$ cat src/rtl/grid_pkg.sv
// Shared types and defaults for the tile-grid frame-diff scanner.
// Object codes: 0 is an empty cell; flag i maps to code i+1.
package grid_pkg;
  localparam int DEF_COLS = 16;
  localparam int DEF_ROWS = 12;
  localparam int BLANK    = 0;

  // Codes for the default 4-flag configuration (flag index 0..3 -> code 1..4).
  typedef enum logic [2:0] {
    OBJ_BLANK  = 3'd0,
    OBJ_BORDER = 3'd1,
    OBJ_HEAD   = 3'd2,
    OBJ_BODY   = 3'd3,
    OBJ_APPLE  = 3'd4
  } grid_obj_e;

  typedef enum logic [1:0] {
    S_IDLE = 2'd0,
    S_SCAN = 2'd1,
    S_DONE = 2'd2
  } scan_state_e;
endpackage

$ cat src/rtl/grid_diff_scanner_if.sv
// Changed-cell record stream from the scanner to the tile renderer (valid/ready).
interface grid_diff_scanner_if #(
  parameter int XW     = 4,
  parameter int YW     = 4,
  parameter int CODE_W = 3
);
  logic              out_valid;
  logic              out_ready;
  logic [XW-1:0]     out_x;
  logic [YW-1:0]     out_y;
  logic [CODE_W-1:0] out_code;

  modport master (output out_valid, out_x, out_y, out_code, input out_ready);
  modport slave  (input out_valid, out_x, out_y, out_code, output out_ready);
endinterface

$ cat src/rtl/grid_frame_mem.sv
// Shadow frame register file: async read, single write port, synchronous bulk clear.
// Clear wins over a same-cycle write; reset and clear both restore every cell to BLANK.
module grid_frame_mem
  import grid_pkg::*;
#(
  parameter int CELLS  = 192,
  parameter int CODE_W = 3,
  localparam int AW    = $clog2(CELLS)
) (
  input  logic              clk,
  input  logic              nrst,
  input  logic              clear_i,
  input  logic              we_i,
  input  logic [AW-1:0]     waddr_i,
  input  logic [CODE_W-1:0] wdata_i,
  input  logic [AW-1:0]     raddr_i,
  output logic [CODE_W-1:0] rdata_o
);
  logic [CODE_W-1:0] mem_q [CELLS];

  always_ff @(posedge clk or negedge nrst) begin
    if (!nrst) begin
      for (int i = 0; i < CELLS; i++) mem_q[i] <= CODE_W'(BLANK);
    end else if (clear_i) begin
      for (int i = 0; i < CELLS; i++) mem_q[i] <= CODE_W'(BLANK);
    end else if (we_i) begin
      mem_q[waddr_i] <= wdata_i;
    end
  end

  assign rdata_o = mem_q[raddr_i];
endmodule

$ cat src/rtl/grid_diff_scanner.sv
// Raster-scans the shadow frame once per start, emitting changed (or all, in redraw) cells.
// The cursor advances only when the output register can take a new record.
module grid_diff_scanner
  import grid_pkg::*;
#(
  parameter int  COLS    = DEF_COLS,
  parameter int  ROWS    = DEF_ROWS,
  parameter int  NUM_OBJ = 4,
  localparam int CODE_W  = $clog2(NUM_OBJ + 1),
  localparam int XW      = $clog2(COLS),
  localparam int YW      = $clog2(ROWS),
  localparam int CW      = $clog2(COLS * ROWS + 1),
  localparam int CELLS   = COLS * ROWS,
  localparam int AW      = $clog2(CELLS)
) (
  input  logic               clk,
  input  logic               nrst,
  input  logic               start,
  input  logic               force_redraw,
  input  logic               clear,
  input  logic [NUM_OBJ-1:0] obj_present,
  output logic [XW-1:0]      cur_x,
  output logic [YW-1:0]      cur_y,
  output logic               busy,
  output logic               frame_done,
  output logic [CW-1:0]      diff_count,
  grid_diff_scanner_if.master out_if
);
  scan_state_e       state_q;
  logic [XW-1:0]     cur_x_q;
  logic [YW-1:0]     cur_y_q;
  logic [AW-1:0]     idx_q;
  logic              redraw_q, busy_q, done_q;
  logic [CW-1:0]     cnt_q, cnt_d, diff_q;
  logic              ov_q;
  logic [XW-1:0]     ox_q;
  logic [YW-1:0]     oy_q;
  logic [CODE_W-1:0] oc_q;

  logic [CODE_W-1:0] new_code, stored;
  logic              step, scan_step, emit, last_cell, row_end;

  // Lowest-index flag wins, so scan from the top down and let lower indices overwrite.
  always_comb begin
    new_code = '0;
    for (int i = NUM_OBJ - 1; i >= 0; i--) begin
      if (obj_present[i]) new_code = CODE_W'(i + 1);
    end
  end

  assign step      = !ov_q || out_if.out_ready;
  assign scan_step = (state_q == S_SCAN) && step;
  assign emit      = scan_step && ((new_code != stored) || redraw_q);
  assign row_end   = (cur_x_q == XW'(COLS - 1));
  assign last_cell = row_end && (cur_y_q == YW'(ROWS - 1));
  assign cnt_d     = emit ? cnt_q + CW'(1) : cnt_q;

  grid_frame_mem #(.CELLS(CELLS), .CODE_W(CODE_W)) u_frame (
    .clk     (clk),
    .nrst    (nrst),
    .clear_i ((state_q == S_IDLE) && clear),
    .we_i    (scan_step),
    .waddr_i (idx_q),
    .wdata_i (new_code),
    .raddr_i (idx_q),
    .rdata_o (stored)
  );

  always_ff @(posedge clk or negedge nrst) begin
    if (!nrst) begin
      state_q  <= S_IDLE;
      cur_x_q  <= '0;
      cur_y_q  <= '0;
      idx_q    <= '0;
      redraw_q <= 1'b0;
      busy_q   <= 1'b0;
      done_q   <= 1'b0;
      cnt_q    <= '0;
      diff_q   <= '0;
    end else begin
      done_q <= 1'b0;
      case (state_q)
        S_IDLE: begin
          if (start && !clear) begin
            redraw_q <= force_redraw;
            cnt_q    <= '0;
            busy_q   <= 1'b1;
            state_q  <= S_SCAN;
          end
        end
        S_SCAN: begin
          if (step) begin
            cnt_q <= cnt_d;
            if (last_cell) begin
              // Cursor parks at the origin so IDLE already presents cell (0,0).
              cur_x_q <= '0;
              cur_y_q <= '0;
              idx_q   <= '0;
              done_q  <= 1'b1;
              diff_q  <= cnt_d;
              state_q <= S_DONE;
            end else if (row_end) begin
              cur_x_q <= '0;
              cur_y_q <= cur_y_q + YW'(1);
              idx_q   <= idx_q + AW'(1);
            end else begin
              cur_x_q <= cur_x_q + XW'(1);
              idx_q   <= idx_q + AW'(1);
            end
          end
        end
        S_DONE: begin
          busy_q  <= 1'b0;
          state_q <= S_IDLE;
        end
        default: state_q <= S_IDLE;
      endcase
    end
  end

  // A record loading on an accepting cycle replaces the old one without a bubble.
  always_ff @(posedge clk or negedge nrst) begin
    if (!nrst) begin
      ov_q <= 1'b0;
      ox_q <= '0;
      oy_q <= '0;
      oc_q <= '0;
    end else if (emit) begin
      ov_q <= 1'b1;
      ox_q <= cur_x_q;
      oy_q <= cur_y_q;
      oc_q <= new_code;
    end else if (out_if.out_ready) begin
      ov_q <= 1'b0;
    end
  end

  assign cur_x           = cur_x_q;
  assign cur_y           = cur_y_q;
  assign busy            = busy_q;
  assign frame_done      = done_q;
  assign diff_count      = diff_q;
  assign out_if.out_valid = ov_q;
  assign out_if.out_x    = ox_q;
  assign out_if.out_y    = oy_q;
  assign out_if.out_code = oc_q;
endmodule

$ cat src/flat_wrapper.sv
// flat-port wrapper written by rule: the top's interface ports become plain ports
module grid_diff_scanner_flat import grid_pkg::*;
#(
  parameter int  COLS    = DEF_COLS,
  parameter int  ROWS    = DEF_ROWS,
  parameter int  NUM_OBJ = 4,
  localparam int CODE_W  = $clog2(NUM_OBJ + 1),
  localparam int XW      = $clog2(COLS),
  localparam int YW      = $clog2(ROWS),
  localparam int CW      = $clog2(COLS * ROWS + 1),
  localparam int CELLS   = COLS * ROWS,
  localparam int AW      = $clog2(CELLS)
)
  (clk, nrst, start, force_redraw, clear, obj_present, cur_x, cur_y, busy, frame_done, diff_count, out_if_out_valid, out_if_out_x, out_if_out_y, out_if_out_code, out_if_out_ready);
  grid_diff_scanner_if out_if_i ();
  input  logic clk;
  input  logic nrst;
  input  logic start;
  input  logic force_redraw;
  input  logic clear;
  input  logic [NUM_OBJ-1:0] obj_present;
  output logic [XW-1:0] cur_x;
  output logic [YW-1:0] cur_y;
  output logic busy;
  output logic frame_done;
  output logic [CW-1:0] diff_count;
  output wire logic [$bits(out_if_i.out_valid)-1:0] out_if_out_valid;
  output wire logic [$bits(out_if_i.out_x)-1:0] out_if_out_x;
  output wire logic [$bits(out_if_i.out_y)-1:0] out_if_out_y;
  output wire logic [$bits(out_if_i.out_code)-1:0] out_if_out_code;
  input wire logic [$bits(out_if_i.out_ready)-1:0] out_if_out_ready;
  assign out_if_out_valid = out_if_i.out_valid;
  assign out_if_out_x = out_if_i.out_x;
  assign out_if_out_y = out_if_i.out_y;
  assign out_if_out_code = out_if_i.out_code;
  assign out_if_i.out_ready = out_if_out_ready;
  grid_diff_scanner #(.COLS(COLS), .ROWS(ROWS), .NUM_OBJ(NUM_OBJ)) u_core (.clk(clk), .nrst(nrst), .start(start), .force_redraw(force_redraw), .clear(clear), .obj_present(obj_present), .cur_x(cur_x), .cur_y(cur_y), .busy(busy), .frame_done(frame_done), .diff_count(diff_count), .out_if(out_if_i));
endmodule
$ cat config.mk
export PLATFORM = sky130hd
export DESIGN_NAME = grid_diff_scanner_flat
export DESIGN_NICKNAME = d
export VERILOG_FILES = /design/src/rtl/grid_pkg.sv /design/src/rtl/grid_diff_scanner_if.sv /design/src/rtl/grid_frame_mem.sv /design/src/rtl/grid_diff_scanner.sv /design/src/flat_wrapper.sv
export SDC_FILE = /design/constraint.sdc
export NUM_CORES = 1
export LEC_CHECK = 0
export CORE_MARGIN = 2
export CORE_UTILIZATION = 59
export CTS_BUF_LIST = sky130_fd_sc_hd__clkbuf_2
export CTS_CLUSTER_SIZE = 40
export DETAILED_ROUTE_END_ITERATION = 7
export GPL_ROUTABILITY_DRIVEN = 0
export PLACE_DENSITY = 0.79
export SYNTH_ARGS = -nofsm -noshare
export SYNTH_HDL_FRONTEND = slang
export SYNTH_SLANG_ARGS = --single-unit
$ cat constraint.sdc
create_clock -name clk -period 3.9 [get_ports clk]
set_clock_uncertainty 0.2 [all_clocks]
set_input_delay 0.975 -clock clk [delete_from_list [all_inputs] [get_ports clk]]
set_output_delay 0.975 -clock clk [all_outputs]
set_load 0.05 [all_outputs]
* Word-level counts from Yosys, hierarchy flattened
Cells that the tools add are included.
** Operators by class
- Add/sub/neg operators :: 4
- Magnitude comparators :: 2
- Equal/unequal tests :: 8
- Multiplexer cells :: 32
- Bitwise operators :: 1
- Reductions and logical operators :: 23
** Operators with widths (count)
- $mux W576 :: 2
- $bwmux W576 :: 1
- $mux W8 :: 4
- $bmux W3 S8 :: 1
- $demux W3 S8 :: 1
- $mux W3 :: 7
- $add A8 B1 Y8 const B :: 2
- $mux W4 :: 4
- $pmux W8 S2 :: 1
- $reduce_and A3 Y1 :: 4
- $reduce_bool A2 Y1 :: 5
- $ge A9 B9 Y1 const B :: 1
- $lt A9 B1 Y1 const B :: 1
- $not A8 Y9 :: 1
- $add A4 B1 Y4 const B :: 2
- $eq A4 B4 Y1 const B :: 2
- $logic_and A1 B1 Y1 :: 6
- $mux W1 :: 6
- $mux W2 :: 3
- $reduce_and A2 Y1 :: 3
- $ne A2 B1 Y1 const B :: 2
- $pmux W2 S2 :: 1
- $ne A3 B3 Y1 :: 1
- $eq A2 B1 Y1 const B :: 1
- 6 further kinds :: 8
** Storage, ports and cells
- Bits in registers :: 625
- Bits of input ports :: 10
- Output and inout bits :: 30
- Word-level logic and storage cells :: 275

* Longest topological paths before layout
Gate-level depths: netlist of the first run.
- Depth in word-level cells :: 10
- Depth in mapped cells :: 17
- Gate-level depth less buffers :: 10

* Hierarchy
A second synthesis of the first run with hierarchy kept.
** Unflattened totals
- Cells, all modules :: 3444
- Area total of the unflattened synthesis :: 31585.3 sq um
** Modules (own cells, without submodules)
- grid_frame_mem :: times used 1, cells each 3223, area each 29250.6 sq um, sequential area each 14413.8 sq um
- grid_diff_scanner :: times used 1, cells each 221, area each 2334.7 sq um, sequential area each 1226.2 sq um

* Worst setup path after synthesis of the first run
Ideal clock, no wire load.
- Path type :: flip-flop to flip-flop
- Start :: reg u_core.idx_q[0]
- End :: reg u_core.ox_q[2] (netlist: u_core.out_if.out_x[2])
- Setup time :: 125 ps
- Data arrival time :: 3504 ps
- Data required time :: 3575 ps
- Path slack :: 72 ps
- Cell stages (with the launch flop) :: 16
- Buffers on the path :: 6
- Period minus slack after synthesis :: 3828 ps
- Path through :: dfrtp_1 buf_6 buf_6 buf_6 buf_6 buf_4 mux4_2 o211ai_1 o21ai_0 o31ai_1 nand4_1 nor3_1 nor4b_4 a21oi_2 buf_2 mux2_2
** On the way
- Word-level cells in the longest chain between the ends :: 7
** Ends and longest elaborated chain
- start: declaration :: line grid_diff_scanner.sv:32 : logic [AW-1:0] idx_q;
- start signal: assignment :: line grid_diff_scanner.sv:105 : idx_q <= idx_q + AW'(1);
- start signal: assignment :: line grid_diff_scanner.sv:108 : idx_q <= idx_q + AW'(1);
- $not A8 Y9 (implied by the code) :: line grid_frame_mem.sv:31 : assign rdata_o = mem_q[raddr_i];
- $bmux W3 S8 :: line grid_frame_mem.sv:31
- $mux W3 (implied by the code) (2 in a row) :: line grid_frame_mem.sv:31
- $ne A3 B3 Y1 :: line grid_diff_scanner.sv:53 : assign emit = scan_step && ((new_code != stored) || redraw_q);
- $logic_or A1 B1 Y1 :: line grid_diff_scanner.sv:53
- $logic_and A1 B1 Y1 :: line grid_diff_scanner.sv:53
- end signal: assignment :: line grid_diff_scanner.sv:130 : ox_q <= cur_x_q;
- end: declaration :: line grid_diff_scanner.sv:36 : logic [XW-1:0] ox_q;
No other way between the ends. The select of a mux whose other input is x is not followed.
A chain may end at the register's enable or synchronous reset.

* Final worst setup path of the first run
- Start :: reg u_core.idx_q[0]
- End :: reg u_core.cnt_q[5]
** On the way
- Word-level cells in the longest chain between the ends :: 10
** Ends and longest elaborated chain
- $not A8 Y9 (implied by the code) :: line grid_frame_mem.sv:31
- $bmux W3 S8 :: line grid_frame_mem.sv:31
- $mux W3 (implied by the code) (2 in a row) :: line grid_frame_mem.sv:31
- $ne A3 B3 Y1 :: line grid_diff_scanner.sv:53
- $logic_or A1 B1 Y1 :: line grid_diff_scanner.sv:53
- $logic_and A1 B1 Y1 :: line grid_diff_scanner.sv:53
- $mux W8 :: line grid_diff_scanner.sv:56 : assign cnt_d = emit ? cnt_q + CW'(1) : cnt_q;
- $mux W8 :: line grid_diff_scanner.sv:92 : if (step) begin
- $pmux W8 S2 :: line grid_diff_scanner.sv:82 : case (state_q)
- end signal: assignment :: line grid_diff_scanner.sv:93 : cnt_q <= cnt_d;
- end: declaration :: line grid_diff_scanner.sv:34 : logic [CW-1:0] cnt_q, cnt_d, diff_q;
No other way between the ends. The select of a mux whose other input is x is not followed.

==> metrics.cfg, run 1 <==
[clock_network]
clockBufferDepth = 3
tritoncts = built
htree_num_levels = 4
cts_buffers = 160
clk_pin_slew_ps = 100
clk_latency_ps = 1470
cts_root_buf = clkbuf_2
clock_sinks = 625

[synthesis]
async_flop_share = 1.00
synth-adder-area-share = 0.00282
yosys-top-cells-count = 625 x dfrtp_1, 459 x nand2_1, 448 x a21oi_1
synth-xor-area-share = 0.00423
synth.avg_cell_area_um2 = 9.49
synthCells = 3272
yosys_most_used_dff = dfrtp_1
synth_edf_count = 0
synth.area.top_cells = dfrtp_1 50%, mux4_2 9.2%, a21oi_1 7.2%
ys_types = 62
yosysSeqAreaShare = 0.504
synth_mux_area_frac = 0.121
yosys.area_share.simple = 0.153
synth_warnings = 0
yosys.area.top_type = dfrtp_1
synth_compound_area_frac = 0.173
synth.top_cell.area_share = 0.504
synth_nets = 3289
syn_area_mm2 = 0.0311
synth_seq_cells = 625
synth.most_common_cell = dfrtp_1
synth_top_family_by_area = compound AO/OA/AOI/OAI gates

[layout]
instances_no_fill = 4178
utilization = 0.669
n_fill_cell = 3929
syn_to_final_growth_pct = 12.8
nets = 3385
finalInstanceArea_mm2 = 0.0350
drive_above_1_share = 0.183

[grt]
grt_usage = 0.361
grt_pass1_vias = 27407
overflow = 0
grt_pass1_wl_um = 152000
grt_start_max_net_pins = 224
antenna_found_initial = 6

[floorplan]
io_pins = 40
initial_core_util = 0.593
dieArea_mm2 = 0.0545
coreArea_mm2 = 0.0523
fp.dieH_um = 233
rows = 84
fp.dieW_um = 233

[place]
place_inst = 3870
placed_area_mm2 = 0.0329
dpl.hpwl_um = 58100
post-place-ws_ps = -326
port_buffers = 39

[worst_setup_path]
r2r-start = u_core.idx_q[0]
critPathKind = register to register
critPathLaunch = u_core.idx_q[0]
r2r_end = u_core.cnt_q[5]
critPathCapture = u_core.cnt_q[5]
crit_required_ps = 5020
critPathMaxFanout = 8
cp-end-kind = register
cp.arrival_ps = 5170
reg2reg_depth = 14
start_kind = register
ff2ff_setup_slack_ps = -140

[timing]
fin_ws_ps = -142
max-slew-margin-rel = 0.142
worst_pin_slew_ps = 1290
setup_viol = 20
period_share = 1.04
grt_setup_unrepaired = yes
min_period_ps = 4040
slew_violations = 0
finalHoldViolCount = 0
max_freq_mhz = 247

[run_status]
violations = negative setup slack
status = complete, but fails checks

[routing]
via_count = 27891
drt_iter0_drc = 4306
dr_wl_met3_um = 12200
met1Wirelength_um = 35300
dr.pass1.iters = 7
vias_per_cell = 6.68
routed_wl_um = 96300
drcViolationCount = 0
post_drt_wl_per_cell_um = 23.0
wl_met2_um = 43200
ant_nets = 0
topRoutingLayerUsed = met5

[pwr]
p_total_mw = 19.9
p_leak_nw = 14.8
peakVddDrop_v = 0.000408
power_density_mw_per_mm2 = 567

[hold_path]
hold_path.class = primary input to register

[run]
cap_violations = 0

[area by class of cell]
class | instances | area [um^2] | share of cell area
diodes | 5 | 12.5 | 0.000357
clock buffers | 219 | 1100 | 0.0313
clock inverters | 60 | 395 | 0.0113
inverters | 10 | 37.5 | 0.00107
multi-input cells | 2325 | 14400 | 0.411
flip-flops and latches | 625 | 15600 | 0.447
well taps | 688 | 861 | 0.0246
repair buffers | 246 | 2590 | 0.0739
[cells in the final DEF, fill, tap and decap left out, types with 5 or more instances in the layout]
| master | count |
|---|---|
| a211oi_1 | 135 |
| a21oi_1 | 445 |
| a22o_1 | 5 |
| a22oi_1 | 42 |
| a22oi_2 | 9 |
| and2_1 | 8 |
| and3_1 | 6 |
| buf_12 | 36 |
| buf_16 | 5 |
| buf_4 | 152 |
| buf_6 | 7 |
| bufinv_16 | 6 |
| clkbuf_2 | 219 |
| clkdlybuf4s50_1 | 30 |
| clkinv_1 | 48 |
| dfrtp_1 | 622 |
| diode_2 | 5 |
| ha_1 | 7 |
| inv_1 | 6 |
| mux2_2 | 9 |
| mux2_4 | 7 |
| mux2i_1 | 69 |
| mux4_2 | 127 |
| nand2_1 | 456 |
| nand2b_1 | 10 |
| nand3_1 | 140 |
| nand4_1 | 7 |
| nor2_1 | 395 |
| nor2b_1 | 14 |
| nor3_1 | 58 |
| o21ai_0 | 273 |
| o21ai_1 | 8 |
| xnor2_1 | 8 |
| xor2_1 | 6 |
[power breakdown]
part / switching (mW) / internal [mW] / total, mW
Sequential: 0.454 / 6.97 / 7.42
Clock: 2.78 / 1.92 / 4.70
Combinational: 4.69 / 3.06 / 7.75
[metrics by stage]
step                      TNS [ps]  hold slack, ps
final                        -1430            86.2
after global placement       -6120             264
after global routing         -2450            20.3
after floorplan                  0             275
after detailed placement     -4910             275
after CTS                     -440            40.5
[worst max-delay path: stages (launching register included)]
cell       delay [ps]
dfrtp_4           460
buf_12            160
buf_16            180
mux4_2            520
mux4_2            530
mux2i_1           150
buf_4             150
a32oi_2            50
a221o_1           330
a221oi_2          330
clkbuf_16         230
buf_8             110
nand2_4            50
and4_1            180
mux2_2            260
[layer usage]
metal / global-route usage / vias to the layer above
li1: - / 11907
met1: 0.476 / 13429
met2: 0.524 / 2116
met3: 0.116 / 437
met4: 0.216 / 2
met5: 0 / -
[kinds of logic after synthesis]
kind of cell               after synthesis
xor gates and xnor gates                15
DFF                                    625
and+or+nand+nor                       1134
adders and majority gates                7
muxes                                  214
buffers and inverters                  323
AOI/OAI and AO/OA                      954
[sequential cells by signal, summed over array words and instances, names as in the netlist, 2 cells and up]
register	cells
u_core.cur_y	4
u_core.cur_x	4
u_core.cnt_q	8
u_core.idx_q	8
u_core.out_if.out_y	4
u_core.out_if.out_code	3
u_core.out_if.out_x	4
u_core.state_q	2
u_core.diff_count	8
u_core.u_frame.mem_q	576
[timing repair]
| action | CTS | global route |
|---|---|---|
| gates resized for setup | 36 | 42 |
| cloned | 6 | 1 |
| pin swaps | 9 | 17 |
| hold buffers | 4 | 0 |
| setup endpoints to repair | 32 | 32 |
| endpoints found under the hold margin | 626 | 0 |
| buffers inserted | 9 | 5 |
[how the worst min path moves through the flow]
stage                                    from                        end  slack, ps  cells past startpoint
floorplan           u_core.u_frame.mem_q[520]  u_core.u_frame.mem_q[520]        270                      2
global placement         u_core.diff_count[0]       u_core.diff_count[0]        260                      2
detailed placement       u_core.diff_count[0]       u_core.diff_count[0]        280                      2
CTS                                     clear                u_core.busy         40                      3
global route                            clear                u_core.busy         20                      3
finish                                  clear                u_core.busy         90                      3
(Power assumes the default switching activity.)
==> run 2: changes to the inputs <==
SYNTH_HIERARCHICAL = 1   (was unset)
==> metrics.cfg, run 2 <==
[synthesis]
yosys-top-cells-count = 696 x nand2_1, 625 x dfrtp_1, 550 x a21oi_1
yosys_most_used_dff = dfrtp_1
synth_nets = 3458
synthCells = 3444
async_flop_share = 1.00
synth.most_common_cell = nand2_1
synth_warnings = 6
yosys.area.top_type = dfrtp_1
synth_seq_cells = 625
synth.top_cell.area_share = 0.495
synth.area.top_cells = dfrtp_1 50%, a21oi_1 8.7%, nand2_1 8.3%
yosysSeqAreaShare = 0.495
synth.avg_cell_area_um2 = 9.17
syn_area_mm2 = 0.0316
ys_types = 68
synth_edf_count = 0

[worst_setup_path]
cp.arrival_ps = 5160
critPathKind = register to register
crit_chain = buf_12, clkbuf_16, buf_4, nand3b_1, buf_4, o22ai_1, a2111oi_4, buf_4, a211oi_1, nor2_1, nand4_1, and3b_1, o21ai_1, a221o_2, buf_4, and2_4, mux2_4
cp_slowest_cell = dfrtp_4
critPathMaxFanout = 9
cp-end-kind = register
cpPeakStageDelay_ps = 570
crit_required_ps = 4910
path_delay_family = compound AO/OA/AOI/OAI gates
path_common_cell = buf_4
critPathBufInv = 6
start_kind = register

[place]
dpl.hpwl_um = 59800
port_buffers = 39
post-place-ws_ps = -297

[pwr]
internal_power_mw = 11.4
peakVddDrop_v = 0.000488
power.share.sequential = 0.383
p_leak_nw = 15.5
p_comb_frac = 0.388
switching_share = 0.398
power_density_mw_per_mm2 = 535
p_clk_frac = 0.229
switching_power_mw = 7.55

[clock_network]
clockBufferDepth = 3
clock_sinks = 625
cts_root_buf = clkbuf_2
clk_latency_ps = 1350
cts_buffers = 160
htree_num_levels = 4
tritoncts = built
clk_pin_slew_ps = 100

[timing]
setup_viol = 25
whs_ps = 165
fin_ws_ps = -252
finalSetupTns_ps = -4390
grt_setup_unrepaired = yes
min_period_ps = 4150
worst_pin_slew_ps = 1200
max-slew-margin-rel = 0.194
period_share = 1.06
finalHoldViolCount = 0
max_freq_mhz = 241
slew_violations = 0

[routing]
routed_wl_um = 94300
via_count = 28516
dr.pass1.iters = 8
vias_per_cell = 6.57
ant_nets = 0
drcViolationCount = 7
drt_iter0_drc = 3887
post_drt_wl_per_cell_um = 21.7

[layout]
final_common_cell = nand2_1
largest_reg_flops = 576
syn_to_final_growth_pct = 12.2
nets = 3563
largest_register = u_core/u_frame/mem_q
regArea_mm2 = 0.0156
layout_common_cells = 694 x nand2_1, 622 x dfrtp_1, 550 x a21oi_1
multi_input_area_mm2 = 0.0147
n_fill_cell = 4014
drive_above_1_share = 0.175

[grt]
overflow = 0
grt_start_max_net_pins = 139
grt_usage = 0.338
antenna_found_initial = 4
grt_pass1_vias = 27893
grt_pass1_wl_um = 148000

[floorplan]
io_pins = 40
initial_core_util = 0.599
coreArea_mm2 = 0.0528
dieArea_mm2 = 0.0554
fp.dieW_um = 235
rows = 84
fp.dieH_um = 235

[hold_path]
hold_path.class = primary input to register

[run_status]
violations = design-rule violations, negative setup slack
status = complete, but fails checks

[run]
cap_violations = 0

-- run 2: cell types whose count changed after synthesis, moves of 47 or more --
cell      delta
nor2_1     -189
a22oi_1     -50
nand2_1    +237
nand3_1    +114
o21ai_0     +53
mux2i_1     +47
a211oi_1   -133
a21oi_1    +102
-- run 2: layer usage --
metal	vias to the layer above	track usage	share of wire
li1	12382	-	-
met1	13843	0.442	0.37
met2	1984	0.526	0.47
met3	307	0.0848	0.12
met4	0	0.175	0.044
met5	-	0	0
-- run 2: final timing paths --
kind	to	start	depth (start not counted)	slack [ps]
max	u_core/out_if.out_code[2]	u_core/idx_q[0]	17	-250
min	u_core/out_if.out_valid	out_if_out_ready	3	160
max reg2reg	u_core/out_if.out_code[2]	u_core/idx_q[0]	17	-250
min reg2reg	u_core/out_if.out_x[3]	u_core/out_if.out_x[3]	1	320
max in group asynchronous	u_core/u_frame/mem_q[205]	nrst	4	2000
min in group asynchronous	u_core/idx_q[7]	nrst	3	510
-- run 2: worst min-delay path, cell delays in order --
cell             delay, ps
clkdlybuf4s50_1        400
nand2b_1               210
nand2_1                100
-- run 2: layout make-up --
class	count	share of cell area
Clock inverter	32	0.00459
Clock buffer	230	0.0325
Sequential cell	625	0.442
Tap cell	688	0.0243
Inverter	9	0.000953
Antenna cell	3	0.000212
Multi-Input combinational cell	2489	0.415
Timing Repair Buffer	264	0.0808
-- run 2: power groups by stage --
stage	sequential [mW]	clock, mW	combinational (mW)
finish	7.27	4.34	7.37
CTS	7.25	4.41	6.81
global placement	7.37	0	6.56
global route	7.32	4.74	7.69
detailed placement	7.40	0	6.72
floorplan	7.50	0	3.94
-- run 2: cell families after synthesis --
logic type,after synthesis,share of synthesized area
flops,625,0.495
compound gates,965,0.159
xor+xnor,12,0.00333
fa+ha+maj,4,0.00158
simple gates,1258,0.168
buf+inv,330,0.0456
mux,250,0.127
-- run 2: per-stage QoR --
stage	util	power [mW]	instances	instance area, um^2
after floorplan	-	11.4	3444	31600
after global placement	0.638	13.9	4052	33600
after detailed placement	0.638	14.1	4052	33600
after CTS	0.665	18.5	4323	35100
after global routing	0.672	19.7	4340	35400
final	0.672	19.0	4340	35400
-- run 2: what timing repair did --
item / in CTS / in global routing
hold buffers: 5 / 0
pin swaps: 2 / 10
endpoints found under the setup margin: 34 / 28
endpoints found under the hold margin: 461 / 0
cloned: 0 / 4
gates resized for setup: 15 / 44
buffers inserted: 4 / 10
